`config.mk`:
```
export PLATFORM = sky130hd
export DESIGN_NAME = bot_stream_feeder
export DESIGN_NICKNAME = d
export VERILOG_FILES = /design/src/rtl/bot_feeder_pkg.sv /design/src/rtl/batch_result_queue.sv /design/src/rtl/bot_stream_feeder.sv
export SDC_FILE = /design/constraint.sdc
export NUM_CORES = 1
export LEC_CHECK = 0
export CORE_MARGIN = 2
export CORE_UTILIZATION = 55
export DETAILED_ROUTE_END_ITERATION = 7
export PLACE_DENSITY = 0.79
export SLEW_MARGIN = 20
export SYNTH_ARGS = -nofsm -noshare
export SYNTH_HDL_FRONTEND = slang
export SYNTH_SLANG_ARGS = --single-unit
```
`constraint.sdc`:
```
create_clock -name clk -period 7 [get_ports clk]
set_input_delay 1.4 -clock clk [delete_from_list [all_inputs] [get_ports clk]]
set_output_delay 1.4 -clock clk [all_outputs]
set_load 0.03 [all_outputs]
```
`src/rtl/bot_feeder_pkg.sv`:
```
// Shared widths and the batch-result queue entry for the bot stream feeder.
// FEEDER_BATCH_COUNT_EN adds the per-batch bot count field to the entry.
package bot_feeder_pkg;

    localparam int GRAPH_WIDTH         = 128;
    localparam int CONNECT_COUNT_WIDTH = 6;
    localparam int BATCH_SUM_WIDTH     = 64;
    localparam int BATCH_BOTS_WIDTH    = 32;

`ifdef FEEDER_BATCH_COUNT_EN
    typedef struct packed {
        logic [BATCH_SUM_WIDTH-1:0]  sum;
        logic [BATCH_BOTS_WIDTH-1:0] bots;
    } batch_entry_t;
`else
    typedef struct packed {
        logic [BATCH_SUM_WIDTH-1:0] sum;
    } batch_entry_t;
`endif

endpackage

```
`src/rtl/batch_result_queue.sv`:
```
// Synchronous FIFO of closed batch results; push and pop may coincide even
// when full. Entry storage is not reset, only the pointers and occupancy.
module batch_result_queue
    import bot_feeder_pkg::*;
#(
    parameter int DEPTH_LOG2 = 2
) (
    input  logic                  clk,
    input  logic                  rst_n,
    input  logic                  push,
    input  batch_entry_t          push_entry,
    input  logic                  pop,
    output batch_entry_t          head_entry,
    output logic                  empty,
    output logic                  overflow,
    output logic [DEPTH_LOG2:0]   count
);

    localparam int DEPTH = 1 << DEPTH_LOG2;
    localparam logic [DEPTH_LOG2:0]   CNT_ONE  = {{DEPTH_LOG2{1'b0}}, 1'b1};
    localparam logic [DEPTH_LOG2:0]   CNT_FULL = {1'b1, {DEPTH_LOG2{1'b0}}};
    localparam logic [DEPTH_LOG2-1:0] PTR_ONE  = {{(DEPTH_LOG2-1){1'b0}}, 1'b1};

    batch_entry_t          mem [DEPTH];
    logic [DEPTH_LOG2-1:0] wr_ptr;
    logic [DEPTH_LOG2-1:0] rd_ptr;
    logic                  full;
    logic                  wr_en;
    logic                  rd_en;

    assign empty    = (count == '0);
    assign full     = (count == CNT_FULL);
    assign rd_en    = pop && !empty;
    // A full queue still accepts a write when the head leaves in the same cycle.
    assign wr_en    = push && (!full || rd_en);
    assign overflow = push && full && !rd_en;
    assign head_entry = mem[rd_ptr];

    always_ff @(posedge clk) begin
        if (wr_en) begin
            mem[wr_ptr] <= push_entry;
        end
    end

    always_ff @(posedge clk or negedge rst_n) begin
        if (!rst_n) begin
            wr_ptr <= '0;
            rd_ptr <= '0;
            count  <= '0;
        end else begin
            if (wr_en) begin
                wr_ptr <= wr_ptr + PTR_ONE;
            end
            if (rd_en) begin
                rd_ptr <= rd_ptr + PTR_ONE;
            end
            case ({wr_en, rd_en})
                2'b10:   count <= count + CNT_ONE;
                2'b01:   count <= count - CNT_ONE;
                default: count <= count;
            endcase
        end
    end

endmodule

```
`src/rtl/bot_stream_feeder.sv`:
```
// Feeds bot graphs into the connected-count core and folds its results into
// per-batch sums of 2^connectCount. FEEDER_BATCH_COUNT_EN enables batchBots.
module bot_stream_feeder
    import bot_feeder_pkg::*;
#(
    parameter int OUT_QUEUE_DEPTH_LOG2 = 2,
    parameter int FREEZE_MARGIN        = 2,
    parameter int INFLIGHT_WIDTH       = 16
) (
    input  logic                           clk,
    input  logic                           rstN,
    input  logic                           botValid,
    input  logic [GRAPH_WIDTH-1:0]         botGraph,
    input  logic                           botLast,
    output logic                           botReady,
    output logic                           isBotValid,
    output logic [GRAPH_WIDTH-1:0]         graphIn,
    output logic                           extraDataIn,
    output logic                           freezeCore,
    input  logic                           almostFull,
    input  logic                           resultValid,
    input  logic [CONNECT_COUNT_WIDTH-1:0] connectCount,
    input  logic                           extraDataOut,
    input  logic                           eccStatus,
    output logic                           batchSumValid,
    output logic [BATCH_SUM_WIDTH-1:0]     batchSum,
    output logic [BATCH_BOTS_WIDTH-1:0]    batchBots,
    input  logic                           batchSumReady,
    output logic [INFLIGHT_WIDTH-1:0]      inFlight,
    output logic                           protocolError,
    output logic                           eccError
);

    localparam int QUEUE_DEPTH  = 1 << OUT_QUEUE_DEPTH_LOG2;
    localparam int FREEZE_LEVEL = QUEUE_DEPTH - FREEZE_MARGIN;
    localparam logic [INFLIGHT_WIDTH-1:0] INFLIGHT_ONE = {{(INFLIGHT_WIDTH-1){1'b0}}, 1'b1};

    function automatic logic [BATCH_SUM_WIDTH-1:0] pow2_term(
        input logic [CONNECT_COUNT_WIDTH-1:0] cc
    );
        return BATCH_SUM_WIDTH'(1) << cc;
    endfunction

    // Saturating at both ends: no wrap past all-ones or below zero.
    function automatic logic [INFLIGHT_WIDTH-1:0] inflight_next(
        input logic [INFLIGHT_WIDTH-1:0] cur,
        input logic                      inc,
        input logic                      dec
    );
        logic [INFLIGHT_WIDTH-1:0] nxt;
        nxt = cur;
        if (inc && !dec && !(&cur)) begin
            nxt = cur + INFLIGHT_ONE;
        end else if (dec && !inc && (cur != '0)) begin
            nxt = cur - INFLIGHT_ONE;
        end
        return nxt;
    endfunction

    logic                             issue_vld_p1;
    logic                             freeze_q;
    logic                             accept;
    logic [BATCH_SUM_WIDTH-1:0]       acc;
    logic [BATCH_SUM_WIDTH-1:0]       acc_sum;
    logic                             close_vld_p1;
    batch_entry_t                     close_entry_p1;
    batch_entry_t                     q_head;
    logic                             q_empty;
    logic                             q_overflow;
    logic                             q_pop;
    logic [OUT_QUEUE_DEPTH_LOG2:0]    q_count;
    logic                             result_underflow;
    logic                             issue_overflow;
`ifdef FEEDER_BATCH_COUNT_EN
    logic [BATCH_BOTS_WIDTH-1:0]      bots;
    logic [BATCH_BOTS_WIDTH-1:0]      bots_sum;

    assign bots_sum = bots + BATCH_BOTS_WIDTH'(1);
`endif

    assign botReady   = !almostFull && !freeze_q;
    assign accept     = botValid && botReady;
    assign freezeCore = freeze_q;
    // A bot accepted on the edge where freeze rises is held back until the
    // core thaws, so the core never sees a bot while frozen.
    assign isBotValid = issue_vld_p1 && !freeze_q;

    assign result_underflow = resultValid && (inFlight == '0);
    assign issue_overflow   = accept && !resultValid && (&inFlight);
    assign acc_sum          = acc + pow2_term(connectCount);

    // ---- issue stage: upstream handshake to core inputs
    always_ff @(posedge clk or negedge rstN) begin
        if (!rstN) begin
            issue_vld_p1 <= 1'b0;
            graphIn      <= '0;
            extraDataIn  <= 1'b0;
        end else if (accept) begin
            issue_vld_p1 <= 1'b1;
            graphIn      <= botGraph;
            extraDataIn  <= botLast;
        end else if (!freeze_q) begin
            issue_vld_p1 <= 1'b0;
        end
    end

    always_ff @(posedge clk or negedge rstN) begin
        if (!rstN) begin
            inFlight      <= '0;
            protocolError <= 1'b0;
            eccError      <= 1'b0;
        end else begin
            inFlight      <= inflight_next(inFlight, accept, resultValid);
            protocolError <= protocolError | result_underflow | issue_overflow | q_overflow;
            eccError      <= eccError | eccStatus;
        end
    end

    // ---- accumulate stage: result to running batch sum / close register
    always_ff @(posedge clk or negedge rstN) begin
        if (!rstN) begin
            acc          <= '0;
            close_vld_p1 <= 1'b0;
`ifdef FEEDER_BATCH_COUNT_EN
            bots         <= '0;
`endif
        end else begin
            close_vld_p1 <= resultValid && extraDataOut;
            if (resultValid) begin
                acc <= extraDataOut ? '0 : acc_sum;
`ifdef FEEDER_BATCH_COUNT_EN
                bots <= extraDataOut ? '0 : bots_sum;
`endif
            end
        end
    end

    always_ff @(posedge clk) begin
        if (resultValid && extraDataOut) begin
            close_entry_p1.sum <= acc_sum;
`ifdef FEEDER_BATCH_COUNT_EN
            close_entry_p1.bots <= bots_sum;
`endif
        end
    end

    // ---- queue stage: closed batches to the downstream sink
    assign q_pop = !q_empty && batchSumReady;

    batch_result_queue #(
        .DEPTH_LOG2 (OUT_QUEUE_DEPTH_LOG2)
    ) u_queue (
        .clk        (clk),
        .rst_n      (rstN),
        .push       (close_vld_p1),
        .push_entry (close_entry_p1),
        .pop        (q_pop),
        .head_entry (q_head),
        .empty      (q_empty),
        .overflow   (q_overflow),
        .count      (q_count)
    );

    assign batchSumValid = !q_empty;
    assign batchSum      = q_empty ? '0 : q_head.sum;
`ifdef FEEDER_BATCH_COUNT_EN
    assign batchBots     = q_empty ? '0 : q_head.bots;
`else
    assign batchBots     = '0;
`endif

    always_ff @(posedge clk or negedge rstN) begin
        if (!rstN) begin
            freeze_q <= 1'b0;
        end else begin
            freeze_q <= (int'(q_count) >= FREEZE_LEVEL);
        end
    end

endmodule

```
==> flow_metrics.env, run 1 <==
export IMPL_status="completed"
export IMPL_viasPerCell=5.74
export IMPL_grt_max_degree=114
export IMPL_async_reset_ff_frac=0.409
export IMPL_h_tree_depth=2
export IMPL_slew_viol_final=0
export IMPL_grt_usage=0.271
export IMPL_yosysTopAreaCellShare=0.388
export IMPL_syn_inst=2016
export IMPL_worst_pin_slew_ps=948
export IMPL_fin_crit_ps=5430
export IMPL_cts_post_setup_buffers_inserted=0
export IMPL_layout_drive_gt1_share=0.0888
export IMPL_cts_made_buffers=54
export IMPL_holdCritPathClass="reg -> reg"
export IMPL_synth_yosys_seq_area_share=0.612
export IMPL_ctsHoldBuffers=0
export IMPL_num_rows=77
export IMPL_root_buffer="clkbuf_16"
export IMPL_cp_arrival_ps=5880
export IMPL_period_share=0.776
export IMPL_numClockSinks=541
export IMPL_synth_top_area_cell="edfxtp_1"
export IMPL_start_util=0.559
export IMPL_p_leak_nw=12.5
export IMPL_vdd_ir_drop_max_uv=351
export IMPL_fp_dieArea_um2=46700
export IMPL_die_h_um=216
export IMPL_drt_pass1_iter_count=6
export IMPL_holdPathEnd="graphIn[108]"
export IMPL_clk_pin_slew_ps=60
export IMPL_wl_per_cell_um=21.2
export IMPL_antenna_found_initial=4
export IMPL_grt_overflow=0
export IMPL_grt_pass1_vias=17274
export IMPL_hold_violations=0
export IMPL_route_detailed_drc=0
export IMPL_p_int_w=0.00784
export IMPL_rrSetupSlack_ps=2580
export IMPL_syn_mean_instance_area_um2=12.3
export IMPL_setup_tns_final_ps=0
export IMPL_nFillCells=3093
export IMPL_finalSetupViolations=0
export IMPL_cap_violations=0
export IMPL_yosys_register_bits=541
export IMPL_design_area_um2=30600
export IMPL_tritoncts="built"
export IMPL_worstSkewPairLatency_ps=610
export IMPL_combPwrFrac=0.399
export IMPL_cp_max_fo=11
export IMPL_cts_resized=0
export IMPL_slew_headroom=0.368
export IMPL_max_freq_mhz=184
export IMPL_final_common_cell="nand2_1"
export IMPL_end_kind="flop"
export IMPL_regArea_um2=15100
export IMPL_pwr_share_clk=0.237
export IMPL_grt_pass1_wl_um=98600
export IMPL_dpl_hpwl_um=43800
export IMPL_fin_skew_ps=20.3
export IMPL_io_pins=390
export IMPL_io_buffers=357
export IMPL_required_ps=7450
export IMPL_ys_flop_type="edfxtp_1"
export IMPL_final_nets=2570
export IMPL_multi_input_area_um2=9000
export IMPL_power_density_nw_per_um2=406
export IMPL_rsz0062_at_grt="no"
export IMPL_final_cell_mix="nand2_1 (456), clkdlybuf4s50_1 (356), edfxtp_1 (320), dfrtp_1 (219), a21oi_1 (99)"
export IMPL_die_w_um=216
export IMPL_gp_congestion=0.960
export IMPL_routed_wl_um=63200
export IMPL_crit_type="in -> reg"
export IMPL_synth_area_leaders="edfxtp_1 (39%), dfrtp_1 (22%), nand2_1 (6.9%)"
export IMPL_synth_distinct_cells=70
export IMPL_power_switching_w=0.00458
export IMPL_drtIter0Drc=1443
export IMPL_sequentialPowerShare=0.364
export IMPL_vias=17113
export IMPL_synth_edf_count=320
export IMPL_timing_rr_end="inFlight[15]"
export IMPL_ff2ff_path_depth=14
export IMPL_worstHoldPathCells=2
export IMPL_r2r_start="freezeCore"
export IMPL_ant_nets=0
export IMPL_core_region_area_um2=44300
export IMPL_ys_warn_count=0
export IMPL_syn_cell_area_um2=24800
export IMPL_hp_start="graphIn[108]"
export IMPL_place_area_um2=28700
export IMPL_cts_buffer_depth=3
export IMPL_crit_path_start_kind="input port"
export IMPL_swShare=0.369
export IMPL_areaGrowthSynthToFinish_pct=23.4
-- Yosys cell counts, drive strengths merged (4+ instances only) --
master and instances:
nand2b 8, o21ai 44, nand3 13, ha 82
nor2b 9, nand4 23, edfxtp 320, o21bai 23
a31o 4, nor4 7, o21a 7, and3 8
a21oi 99, or2 15, xor2 35, or3 8
a22o 58, a211oi 6, mux2 6, inv 34
dfrtp 221, mux4 64, o22ai 4, nor2 71
clkbuf 87, buf 46, o31ai 5, a21o 35
xnor2 48, nand2 457, and2 74, a31oi 9
nor3 46
-- kinds of logic (layout without fill, tap and decap cells) --
group,count (synthesis),count (layout),synth area share
other,1,35,0.000151
DFF,541,541,0.612
AOI/OAI and AO/OA,326,326,0.0913
adders and majority gates,85,85,0.0439
buffers and inverters,167,507,0.0306
muxes,71,71,0.0614
xor gates and xnor gates,83,83,0.0294
and+or+nand+nor,742,742,0.132
-- through the flow --
stage,setup WS [ps],total power (W),std cells,utilization,hold slack (ps)
global route,1400,0.0130,2982,0.689,493
finish,1570,0.0124,2982,0.689,471
global placement,1180,0.00942,2877,0.648,452
floorplan,1950,0.00744,2047,-,439
detailed placement,1020,0.00953,2877,0.648,458
CTS,1670,0.0125,2978,0.689,477
-- layer usage --
metal,track usage,part of all wire,vias up
met4,0.0817,0.029,2
li1,-,-,7825
met1,0.363,0.40,8482
met2,0.441,0.49,671
met3,0.0672,0.079,133
met5,0,0.00016,-
-- registers in the layout, summed over array words and instances, names as in the netlist, 2 cells and up --
register,flops
u_queue.rd_ptr,2
graphIn,128
u_queue.mem,256
inFlight,16
acc,64
close_entry_p1,64
u_queue.count,3
u_queue.wr_ptr,2
-- final cells by class --
type                            instances  share of cell area
Inverter                               34             0.00418
Clock inverter                         32              0.0114
Sequential cell                       541               0.496
Timing Repair Buffer                  372               0.122
Antenna cell                            3            0.000246
Multi-Input combinational cell       1339               0.295
Tap cell                              592              0.0242
Clock buffer                           69              0.0477
-- worst max path at each step --
stage                    startpoint           endpoint  slack, ps  cells after the start
floorplan               resultValid  close_entry_p1[0]       1950                      4
global placement    connectCount[4]            acc[62]       1180                     17
detailed placement  connectCount[4]            acc[62]       1020                     17
CTS                 connectCount[4]            acc[62]       1670                     17
global route        connectCount[4]            acc[62]       1400                     17
finish              connectCount[4]            acc[58]       1570                     17
-- power groups by stage --
stage / clock, W / combinational [W] / sequential, W
after global routing: 0.00312 / 0.00527 / 0.00460
after CTS: 0.00300 / 0.00500 / 0.00452
after global placement: 0 / 0.00490 / 0.00452
final: 0.00295 / 0.00495 / 0.00452
after floorplan: 0 / 0.00222 / 0.00522
after detailed placement: 0 / 0.00497 / 0.00456
-- worst max-delay path, cell delays in order --
cell and delay (ps):
clkdlybuf4s50_1 470, or2_2 440, or2_2 370, nor2_1 120, ha_1 180, inv_1 60, fa_1 400, nor2b_1 180
o2111ai_1 170, a211oi_2 310, or3_4 210, a31oi_4 110, o31ai_2 510, a211o_1 260, a31oi_4 140, o311ai_0 350
o221ai_1 190
No activity file was read; power rests on OpenSTA's default activity.
==> run 2, diff against run 1 <==
CORE_UTILIZATION = 49   (was 55)
PLACE_DENSITY = 0.75   (was 0.79)
clock period = 4.6 ns   (was 7 ns; I/O delays follow)
==> run 2 against run 1 <==
  * Routed wire length increased by 5.7%
  * Count of clock-buffer cells in the layout grew 2
  * Sequential share of layout area fell by 2.7 points
  * Combinational power rose by 57%
  * Total power grew 55%
  * Global-route usage fell by 1.6 points
  * Register-to-register slack worse by 1800 ps
  * Sequential power is 50% higher
  * Final cell count grew 9.0%
==> flow_metrics.env, run 2 (synthesized netlist as in run 1, its figures left out) <==
export IMPL_status="completed"
export IMPL_dpl_hpwl_um=47000
export IMPL_grt_pass1_vias=18576
export IMPL_drt_pass1_iter_count=6
export IMPL_crit_type="in -> reg"
export IMPL_vias=17835
export IMPL_slew_headroom=0.396
export IMPL_hold_violations=0
export IMPL_gp_congestion=0.972
export IMPL_core_region_area_um2=50000
export IMPL_place_area_um2=30300
export IMPL_path_cells="clkdlybuf4s50_1 -> or2_2 -> or2_2 -> nor2_1 -> ha_1 -> inv_1 -> fa_1 -> nor2b_2 -> o2111ai_1 -> a211oi_2 -> or3_4 -> a31oi_4 -> o31ai_4 -> a211o_1 -> a31oi_4 -> o31a_1 -> xnor2_1"
export IMPL_cp_slowest_stage_delay_ps=450
export IMPL_swShare=0.368
export IMPL_viasPerCell=5.49
export IMPL_cts_made_buffers=55
export IMPL_numClockSinks=541
export IMPL_tritoncts="built"
export IMPL_holdCritPathClass="in -> async"
export IMPL_p_int_w=0.0122
export IMPL_die_w_um=229
export IMPL_cp_max_fo=5
export IMPL_p_leak_nw=13.5
export IMPL_largest_reg_flops=256
export IMPL_end_kind="flop"
export IMPL_ff2ff_path_depth=14
export IMPL_areaGrowthSynthToFinish_pct=30.4
export IMPL_io_buffers=357
export IMPL_route_detailed_drc=0
export IMPL_num_rows=82
export IMPL_ctsHoldBuffers=0
export IMPL_start_util=0.495
export IMPL_fin_skew_ps=37.1
export IMPL_worst_pin_slew_ps=905
export IMPL_root_buffer="clkbuf_16"
export IMPL_final_nets=2755
export IMPL_slowest_stage="clkdlybuf4s50_1"
export IMPL_final_common_cell="nand2_1"
export IMPL_power_density_nw_per_um2=597
export IMPL_final_cell_mix="nand2_1 (456), clkdlybuf4s50_1 (356), edfxtp_1 (320), dfrtp_1 (219), buf_4 (188)"
export IMPL_power_switching_w=0.00709
export IMPL_h_tree_depth=2
export IMPL_io_pins=390
export IMPL_rsz0062_at_grt="no"
export IMPL_top_register="u_queue.mem"
export IMPL_fin_util=0.646
export IMPL_grt_overflow=0
export IMPL_routed_wl_um=66800
export IMPL_nFillCells=3768
export IMPL_timing_rr_end="inFlight[15]"
export IMPL_fin_crit_ps=4360
export IMPL_rrSetupSlack_ps=830
export IMPL_grt_usage=0.255
export IMPL_cp_arrival_ps=4730
export IMPL_die_h_um=229
export IMPL_worst_slack_ps=245
export IMPL_pwr_share_clk=0.244
export IMPL_cap_violations=0
export IMPL_dp_slack_ps=-504
export IMPL_grt_max_degree=89
export IMPL_largestRegisters="u_queue.mem: 256 flops, graphIn: 128 flops"
export IMPL_worstSkewPairLatency_ps=620
export IMPL_cts_buffer_depth=3
export IMPL_layout_drive_gt1_share=0.158
export IMPL_ant_nets=0
export IMPL_period_share=0.947
export IMPL_finalSetupViolations=0
export IMPL_r2r_start="inFlight[12]"
export IMPL_combPwrFrac=0.404
export IMPL_required_ps=4970
export IMPL_wl_per_cell_um=20.6
export IMPL_antenna_found_initial=4
export IMPL_slew_viol_final=0
export IMPL_max_freq_mhz=230
export IMPL_grt_pass1_wl_um=104000
export IMPL_vdd_ir_drop_max_uv=507
export IMPL_whs_ps=303
export IMPL_sequentialPowerShare=0.351
export IMPL_design_area_um2=32300
export IMPL_drtIter0Drc=1210
export IMPL_fp_dieArea_um2=52300
export IMPL_crit_path_start_kind="input port"
export IMPL_clk_pin_slew_ps=60
==> run 2: cell types whose count changed in the layout (fill, tap and decap cells not counted), sizes merged <==
cell and delta:
bufinv +1, clkinvlp +2, buf +184, inv -2, clkbuf +2, diode +1
==> run 2: worst max-delay path, delay by kind of cell <==
kind / cells / cell delay [ps]
AO/OA/AOI/OAI: 7 / 1460
AND/OR/NAND/NOR: 5 / 1120
adder cells (fa/ha/maj): 2 / 560
XOR/XNOR: 1 / 140
buffers and inverters: 2 / 510
==> run 2: worst max path at each step <==
stage / start / end / slack, ps / cells after the start
2_1_floorplan: resultValid / close_entry_p1[0] / 30 / 4
3_3_place_gp: connectCount[1] / acc[49] / -530 / 18
3_5_place_dp: connectCount[0] / acc[56] / -500 / 18
4_1_cts: connectCount[0] / acc[56] / 130 / 18
5_1_grt: connectCount[0] / close_entry_p1[58] / 20 / 17
6_report: connectCount[0] / close_entry_p1[58] / 240 / 17
==> run 2: layer usage <==
| layer | up-vias | global-route usage | routed length [um] |
|---|---|---|---|
| met5 | - | 0 | 0 |
| met2 | 610 | 0.419 | 32100 |
| li1 | 8214 | - | - |
| met1 | 8902 | 0.336 | 27900 |
| met4 | 0 | 0.0711 | 1720 |
| met3 | 109 | 0.0657 | 5130 |
==> run 2: timing repair <==
item                       4_1_cts  5_1_grt
buffers inserted                 0        1
setup endpoints to repair        0       21
resized for setup                0        5
==> run 2: final cells by class <==
type / count / area (um2) / share of cell area
Sequential cell: 541 / 15100 / 0.469
Multi-Input combinational cell: 1339 / 9030 / 0.280
Timing Repair Buffer: 556 / 5210 / 0.161
Clock buffer: 71 / 1530 / 0.0473
Tap cell: 672 / 841 / 0.0260
Clock inverter: 33 / 398 / 0.0123
Inverter: 34 / 128 / 0.00395
Antenna cell: 4 / 10.0 / 0.000310
==> run 2: metrics by stage <==
| step | setup TNS [ps] | std cells | power (W) |
|---|---|---|---|
| after CTS | 0 | 3245 | 0.0194 |
| after floorplan | 0 | 2047 | 0.0113 |
| after global placement | -13310 | 3141 | 0.0145 |
| final | 0 | 3250 | 0.0193 |
| after detailed placement | -16220 | 3141 | 0.0147 |
| after global routing | 0 | 3249 | 0.0201 |
==> run 2: power by group through the flow <==
stage | Combinational (W) | Clock (W) | Sequential, W
6_report | 0.00779 | 0.00471 | 0.00677
5_1_grt | 0.00825 | 0.00499 | 0.00688
4_1_cts | 0.00787 | 0.00479 | 0.00676
3_5_place_dp | 0.00783 | 0 | 0.00683
3_3_place_gp | 0.00772 | 0 | 0.00677
2_1_floorplan | 0.00338 | 0 | 0.00795
